===== src/rtl/fpmul_share_ctrl.sv =====
// fpmul_share_ctrl: shares one single-precision floating-point multiplier between two requesters.
//
// An operand pair is accepted from one requester at a time. Arbitration is round-robin, and each
// transfer uses a valid/ready handshake. The operands are registered onto the multiplier and held
// for MUL_LATENCY cycles. The product is then captured and returned to the owning requester with a
// valid/ready response handshake. When either operand has a zero exponent field (zero or
// denormal), the multiplier is bypassed and a signed zero is returned instead.
//
// Ports:
//   clk_i, rst_n_i         clock (rising edge), asynchronous active-low reset
//   req_valid_i/ready_o    per-requester operand handshake (bit n = requester n)
//   req_a_i, req_b_i       packed operands, requester n in bits [n*32 +: 32]
//   resp_valid_o/ready_i   one-hot result handshake towards the owning requester
//   resp_data_o            shared result bus
//   mul_a_o, mul_b_o       registered operands driven to the multiplier
//   mul_p_i                product returned by the multiplier
//   busy_o                 high whenever an operation is in flight or being returned
//   op_count_o             completed responses, wrapping
module fpmul_share_ctrl #(
  parameter int unsigned DATA_WIDTH  = 32,
  parameter int unsigned MUL_LATENCY = 1,
  parameter int unsigned CNT_WIDTH   = 16
) (
  input  logic                    clk_i,
  input  logic                    rst_n_i,
  input  logic [1:0]              req_valid_i,
  output logic [1:0]              req_ready_o,
  input  logic [2*DATA_WIDTH-1:0] req_a_i,
  input  logic [2*DATA_WIDTH-1:0] req_b_i,
  output logic [1:0]              resp_valid_o,
  input  logic [1:0]              resp_ready_i,
  output logic [DATA_WIDTH-1:0]   resp_data_o,
  output logic [DATA_WIDTH-1:0]   mul_a_o,
  output logic [DATA_WIDTH-1:0]   mul_b_o,
  input  logic [DATA_WIDTH-1:0]   mul_p_i,
  output logic                    busy_o,
  output logic [CNT_WIDTH-1:0]    op_count_o
);

  typedef enum logic [1:0] {StIdle, StWait, StResp} state_e;

  state_e                state_q, state_d;
  logic                  ptr_q, ptr_d;
  logic                  owner_q, owner_d;
  logic [3:0]            cnt_q, cnt_d;
  logic [DATA_WIDTH-1:0] resp_data_q, resp_data_d;
  logic [DATA_WIDTH-1:0] mul_a_q, mul_a_d;
  logic [DATA_WIDTH-1:0] mul_b_q, mul_b_d;
  logic [CNT_WIDTH-1:0]  op_count_q, op_count_d;

  logic                  gnt_vld;
  logic                  gnt_idx;
  logic [DATA_WIDTH-1:0] a_sel;
  logic [DATA_WIDTH-1:0] b_sel;
  logic                  bypass;

  // Grant: a lone valid requester wins; on contention the round-robin pointer decides.
  always_comb begin
    gnt_vld = 1'b0;
    gnt_idx = 1'b0;
    if (state_q == StIdle) begin
      unique case (req_valid_i)
        2'b01: begin
          gnt_vld = 1'b1;
          gnt_idx = 1'b0;
        end
        2'b10: begin
          gnt_vld = 1'b1;
          gnt_idx = 1'b1;
        end
        2'b11: begin
          gnt_vld = 1'b1;
          gnt_idx = ptr_q;
        end
        default: ;
      endcase
    end
  end

  assign a_sel  = gnt_idx ? req_a_i[2*DATA_WIDTH-1:DATA_WIDTH] : req_a_i[DATA_WIDTH-1:0];
  assign b_sel  = gnt_idx ? req_b_i[2*DATA_WIDTH-1:DATA_WIDTH] : req_b_i[DATA_WIDTH-1:0];
  // The multiplier datapath cannot handle zero/denormal inputs, so these are answered locally.
  assign bypass = (a_sel[30:23] == 8'h00) || (b_sel[30:23] == 8'h00);

  always_comb begin
    state_d     = state_q;
    ptr_d       = ptr_q;
    owner_d     = owner_q;
    cnt_d       = cnt_q;
    resp_data_d = resp_data_q;
    mul_a_d     = mul_a_q;
    mul_b_d     = mul_b_q;
    op_count_d  = op_count_q;

    unique case (state_q)
      StIdle: begin
        if (gnt_vld) begin
          owner_d = gnt_idx;
          ptr_d   = ~gnt_idx;
          if (bypass) begin
            resp_data_d = {a_sel[DATA_WIDTH-1] ^ b_sel[DATA_WIDTH-1], {(DATA_WIDTH-1){1'b0}}};
            state_d     = StResp;
          end else begin
            mul_a_d = a_sel;
            mul_b_d = b_sel;
            cnt_d   = 4'(MUL_LATENCY);
            state_d = StWait;
          end
        end
      end
      StWait: begin
        if (cnt_q == 4'd1) begin
          resp_data_d = mul_p_i;
          state_d     = StResp;
        end else begin
          cnt_d = cnt_q - 4'd1;
        end
      end
      StResp: begin
        if (resp_ready_i[owner_q]) begin
          op_count_d = op_count_q + CNT_WIDTH'(1);
          state_d    = StIdle;
        end
      end
      default: state_d = StIdle;
    endcase
  end

  always_ff @(posedge clk_i or negedge rst_n_i) begin
    if (!rst_n_i) begin
      state_q     <= StIdle;
      ptr_q       <= 1'b0;
      owner_q     <= 1'b0;
      cnt_q       <= 4'd0;
      resp_data_q <= '0;
      mul_a_q     <= '0;
      mul_b_q     <= '0;
      op_count_q  <= '0;
    end else begin
      state_q     <= state_d;
      ptr_q       <= ptr_d;
      owner_q     <= owner_d;
      cnt_q       <= cnt_d;
      resp_data_q <= resp_data_d;
      mul_a_q     <= mul_a_d;
      mul_b_q     <= mul_b_d;
      op_count_q  <= op_count_d;
    end
  end

  // req_ready_o is combinational from IDLE, so it is gated to stay low while reset is held.
  always_comb begin
    req_ready_o = 2'b00;
    if (gnt_vld && rst_n_i) begin
      req_ready_o = gnt_idx ? 2'b10 : 2'b01;
    end
    resp_valid_o = 2'b00;
    if (state_q == StResp) begin
      resp_valid_o = owner_q ? 2'b10 : 2'b01;
    end
  end

  assign resp_data_o = resp_data_q;
  assign mul_a_o     = mul_a_q;
  assign mul_b_o     = mul_b_q;
  assign busy_o      = (state_q != StIdle);
  assign op_count_o  = op_count_q;

endmodule

===== config.mk =====
export PLATFORM = sky130hd
export DESIGN_NAME = fpmul_share_ctrl
export DESIGN_NICKNAME = d
export VERILOG_FILES = /design/src/rtl/fpmul_share_ctrl.sv
export SDC_FILE = /design/constraint.sdc
export NUM_CORES = 1
export LEC_CHECK = 0
export CAP_MARGIN = 25
export CORE_MARGIN = 3
export CORE_UTILIZATION = 39
export CTS_CLUSTER_SIZE = 25
export DETAILED_ROUTE_END_ITERATION = 6
export PLACE_DENSITY = 0.8
export SETUP_SLACK_MARGIN = 0.15
export SYNTH_ARGS = -nofsm -noshare
export SYNTH_HDL_FRONTEND = slang
export SYNTH_SLANG_ARGS = --single-unit

===== constraint.sdc =====
create_clock -name clk_i -period 2.25 [get_ports clk_i]
set_input_delay 0.225 -clock clk_i [delete_from_list [all_inputs] [get_ports clk_i]]
set_output_delay 0.225 -clock clk_i [all_outputs]
set_load 0.02 [all_outputs]

---- Word level (Yosys, flattened, before mapping) ----
Index checks and enable logic that the tools add are counted.
storage, ports and cells
  bits of input ports ..................... 166
  output and inout bits ................... 117
  flip-flop bits (word level) ............. 120
  word-level logic and storage cells ...... 65
cells by class
  reduce and logical (&&, ||, !) cells .... 14
  muxes and demuxes ....................... 25
  equal/unequal tests ..................... 12
  order comparisons ....................... 1
  $add $sub $neg .......................... 2
  bitwise logic cells ..................... 3
operator list
  kind                   number
  $mux 32                5
  $pmux 32 s2            1
  $add 16x1->16 const B  1
  $logic_not 8->1        2
  $mux 2                 8
  $mux 4                 3
  $ne 2x2->1 const B     6
  $pmux 4 s2             1
  $reduce_and 4->1       2
  $eq 2x2->1 const B     3
  $pmux 2 s3             1
  $reduce_and 3->1       2
  $mux 1                 5
  $eq 2x1->1 const B     2
  $eq 4x1->1 const B     1
  $reduce_and 2->1       2
  $reduce_bool 2->1      2
  $sub 4x1->4 const B    1
  $reduce_or 3->1        1
  $logic_not 2->1        1
  $lt 1x2->1 const B     1
  $not 1->1              2
  $pmux 1 s2             1
  $logic_and 1x1->1      1
  2 further kinds        2

---- Longest topological paths before layout ----
  depth in word-level cells ............... 9
  gate-level depth with buffers ........... 9
  mapped depth without buffers ............ 7

---- Worst setup path after synthesis ----
No wires, ideal clock.
  path kind ............................... reg-to-output
  start point ............................. reg state_q[1]
  end point ............................... out req_ready_o[1]
  arrival ................................. 1.553 ns
  stages on the path, launching flop included .. 7
  setup slack ............................. 0.472 ns
  path buffers ............................ 3
  data required time ...................... 2.025 ns
  cell sequence ........................... dfrtp_1 -> nor2_4 -> and3_1 -> buf_2 -> buf_2 -> buf_1 -> and2_1
on the way
  longest elaborated chain between the ends .. 4
  elaborated cells on any way between the ends .. 6
  classes of those cells .................. mux (4); reduce/logical (2)
ends and longest elaborated chain
  item                                                line      RTL
  start, declared                                     42        state_e state_q, state_d;
  start signal, assigned                              131       state_q <= StIdle;
  start signal, assigned                              140       state_q <= state_d;
  $logic_not 2->1 (*)                                 61        if (state_q == StIdle) begin
  $mux 1                                              61
  $mux 2 / $logic_and 1x1->1 (equally long branches)  155, 154
  $mux 2 (*)                                          154       if (gnt_vld && rst_n_i) begin
  end, declared                                       27        output logic [1:0] req_ready_o,
Every way passes the cells marked *; elsewhere a longest branch is shown, timed or not.

---- Worst setup path in the final report ----
  start point ............................. reg state_q[0]
  end point ............................... out resp_valid_o[0]
on the way
  longest elaborated chain between the ends .. 2
ends and longest elaborated chain
  item           line  RTL
  $eq 2x2->1     158   if (state_q == StResp) begin
  $mux 2         158
  end, declared  30    output logic [1:0] resp_valid_o,
Every way passes these cells.

==> results.py <==
metrics = {
    "timing": {
        "finalSetupViolations": 0,
        "timing_hold_violations_final": 0,
        "relSlewSlack_pct": 39.9,
        "worst-slew-pin-transition_ps": 901,
        "tcrit_tclk_final_pct": 88.2,
        "fin_setup_tns_ps": 0,
        "final.setup_skew_ps": 10.3,
        "fmax_ghz": 0.504,
        "final_period_minus_worst_setup_slack_ps": 1980,
        "finalHoldWorstSlack_ps": 375,
        "timing_max_transition_violations_final": 0,
        "grt_setup_unrepaired": "no",
    },
    "floorplan": {
        "initial_utilization_pct": 40.7,
        "pin_count": 283,
        "die-width_microns": 122,
        "chipHeight_microns": 122,
        "core_region_area_sq_mm": 0.0129,
        "design.die.area_sq_mm": 0.0148,
        "core.rowCount": 41,
    },
    "layout": {
        "final_net_count": 996,
        "final_core_util_pct": 68.7,
        "layout.cells.most_common_list": "clkdlybuf4s50_1, nand2_1, dfrtp_1",
        "fill_cells": 945,
        "most_common_cell_after_layout_fill_and_taps_aside": "clkdlybuf4s50_1",
        "final_layout_size_suffix_gt1_share_pct": 5.95,
        "regArea_sq_mm": 0.00300,
        "multiInputGateArea_sq_mm": 0.00206,
        "syn_to_final_growth_pct": 68.9,
        "n_antenna_cell": 0,
    },
    "routing": {
        "highest-signal-layer": "met4",
        "post_drt_via_cell_ratio": 5.14,
        "drtIter0Drc": 341,
        "first_drt_pass_iteration_count": 5,
        "wl_per_instance_microns": 16.7,
        "met3_routed_length_mm": 1.44,
        "dr_wl_met2_mm": 8.25,
        "vias": 5199,
        "postRouteWirelength_mm": 16.9,
        "detail_route.drc_violations": 0,
        "ant_nets": 0,
        "met1_length_mm": 6.76,
    },
    "worst_setup_path": {
        "wp_data_arrival_ps": 1760,
        "critPathRequiredTime_ps": 2030,
        "regToRegEndpoint": "mul_b_o[9]",
        "endpoint_type_of_the_worst_setup_path": "output port",
        "path_max_fanout": 4,
        "cp-start-kind": "register",
        "worst_r2r_path_depth": 7,
        "start_point_of_the_critical_path": "state_q[0]",
        "r2r_setup_slack_ps": 310,
        "critPathKind": "reg -> out",
        "crit_path_end": "resp_valid_o[0]",
        "reg2reg_from": "state_q[1]",
    },
    "synthesis": {
        "ys.flop_type": "dfrtp_1",
        "synthArstFlopShare_pct": 100,
        "synth.net_count": 719,
        "synth-edff-count": 0,
        "yosysWarningCount": 0,
        "synthTopCellsByArea": "dfrtp_1, nand2_1, a31oi_1, nor2_1, a22o_1",
        "synth.lib_cells_used.distinct": 33,
        "synthesis.area_sq_mm": 0.00524,
        "post-synth-top-area-cell": "dfrtp_1",
        "syn_area_per_cell_sq_um": 9.52,
        "post-synth-top-area-fraction_pct": 57.4,
        "synth_sequential_area_ratio_pct": 57.4,
        "synthCells": 550,
        "synth_seq_cells": 120,
    },
    "global_route": {
        "initial_antenna_violation_count": 0,
        "grt_pass1_wl_mm": 26.2,
        "grt.overflow.total": 0,
        "gr-usage-all-layers_pct": 22.7,
        "largest_net_degree_at_the_start_of_global_routing": 75,
        "first_global_vias": 5199,
    },
    "power": {
        "power_per_cell_area_mw_per_mm2": 1360,
        "leakage_nw": 3.79,
        "max_vdd_drop_mv": 0.730,
    },
    "clock_tree": {
        "clock_sinks": 120,
        "cts_root_buffer": "clkbuf_16",
        "clock_insertion_delay_worst_skew_ps": 410,
        "cts_tree": "yes",
        "worst_setup_hold_path_clk_slew_ps": 50,
        "tritoncts.num_buffers": 17,
        "number_of_h_tree_levels": 4,
        "clock_path_buffers": 2,
        "post_cts_buffers": 0,
    },
    "placement": {
        "buffer_ports.inserted": 282,
        "detailedPlacementHpwl_mm": 12.5,
        "gpl.final_weighted_congestion": 0.855,
    },
    "outcome": {
        "status": "completed",
    },
    "run": {
        "max_cap_viol_count": 0,
    },
    "hold_path": {
        "hold_path.class": "in -> reg",
    },
}
-- worst min path at each step --
stage	from	cells past startpoint	slack (ps)	endpoint
floorplan	rst_n_i	0	-70	cnt_q[0]
global placement	rst_n_i	2	390	state_q[1]
detailed placement	rst_n_i	2	410	state_q[1]
CTS	req_b_i[16]	3	350	mul_b_o[16]
global route	req_b_i[16]	3	370	mul_b_o[16]
finish	req_a_i[33]	3	380	mul_a_o[1]
-- flip-flops by register name (all words and copies together), names as in the netlist --
name         cells
cnt_q            4
op_count_o      16
mul_b_o         32
mul_a_o         32
resp_data_o     32
state_q          2
owner_q          1
ptr_q            1
-- routing by layer --
metal	up-vias	global-route usage [%]
met5	-	0
met4	0	10.2
li1	2440	-
met1	2484	27.3
met3	32	7.15
met2	243	37.4
-- area by class of cell --
type                    count  area share [%]
well taps                 172            2.43
clock buffers              23            5.41
repair buffers            294            33.5
flip-flops and latches    120            34.0
clock inverters             9            1.10
multi-input cells         387            23.3
inverters                   7           0.297
-- cells by family (layout without fill, tap and decap cells) --
kind of cell / Yosys count / after routing / synth area share (%)
AND/OR/NAND/NOR: 256 / 256 / 20.0
multiplexers: 3 / 3 / 0.598
XOR/XNOR: 17 / 17 / 2.84
flip-flops: 120 / 120 / 57.4
AO/OA/AOI/OAI: 108 / 108 / 14.8
buffers and inverters: 43 / 333 / 3.68
adder cells (fa/ha/maj): 3 / 3 / 0.717
-- report_power, final --
group / internal, mW / switching [mW] / leakage, nW
sequential: 3.09 / 0.544 / 1.43
combinational: 2.70 / 3.12 / 2.08
clock: 1.70 / 0.911 / 0.286
-- metrics by stage --
stage	setup WS (ps)	std cells	power [mW]	area [sq um]
floorplan	472	550	6.73	5240
global route	161	1012	12.8	8840
global placement	167	979	9.33	8250
detailed placement	106	979	9.49	8250
finish	266	1012	12.1	8840
CTS	215	1012	12.2	8840
-- synth_stat cells, drive strengths merged (2+ instances only) --
cell      n
a211oi    2
a21oi     2
a22o     31
a31o      2
a31oi    65
and2      2
and3      4
buf      20
clkbuf   16
dfrtp   120
ha        3
inv       7
mux2i     2
nand2   143
nand2b    5
nand3    10
nand4     3
nor2     78
nor3      2
nor4      8
o21ai     4
xnor2    11
xor2      6
-- repair_timing --
action / 4_1_cts / 5_1_grt
endpoints found under the hold margin: 46 / 0
hold buffers: 1 / 0
gates resized for setup: 2 / 2
setup endpoints to repair: 2 / 2
-- worst max-delay path, cell delays in order (launching register included) --
cell and delay (ps):
dfrtp_1 410, nand2b_1 210, nor2_1 120, clkdlybuf4s50_1 610
Note: power is estimated with default switching activity, not from simulation.
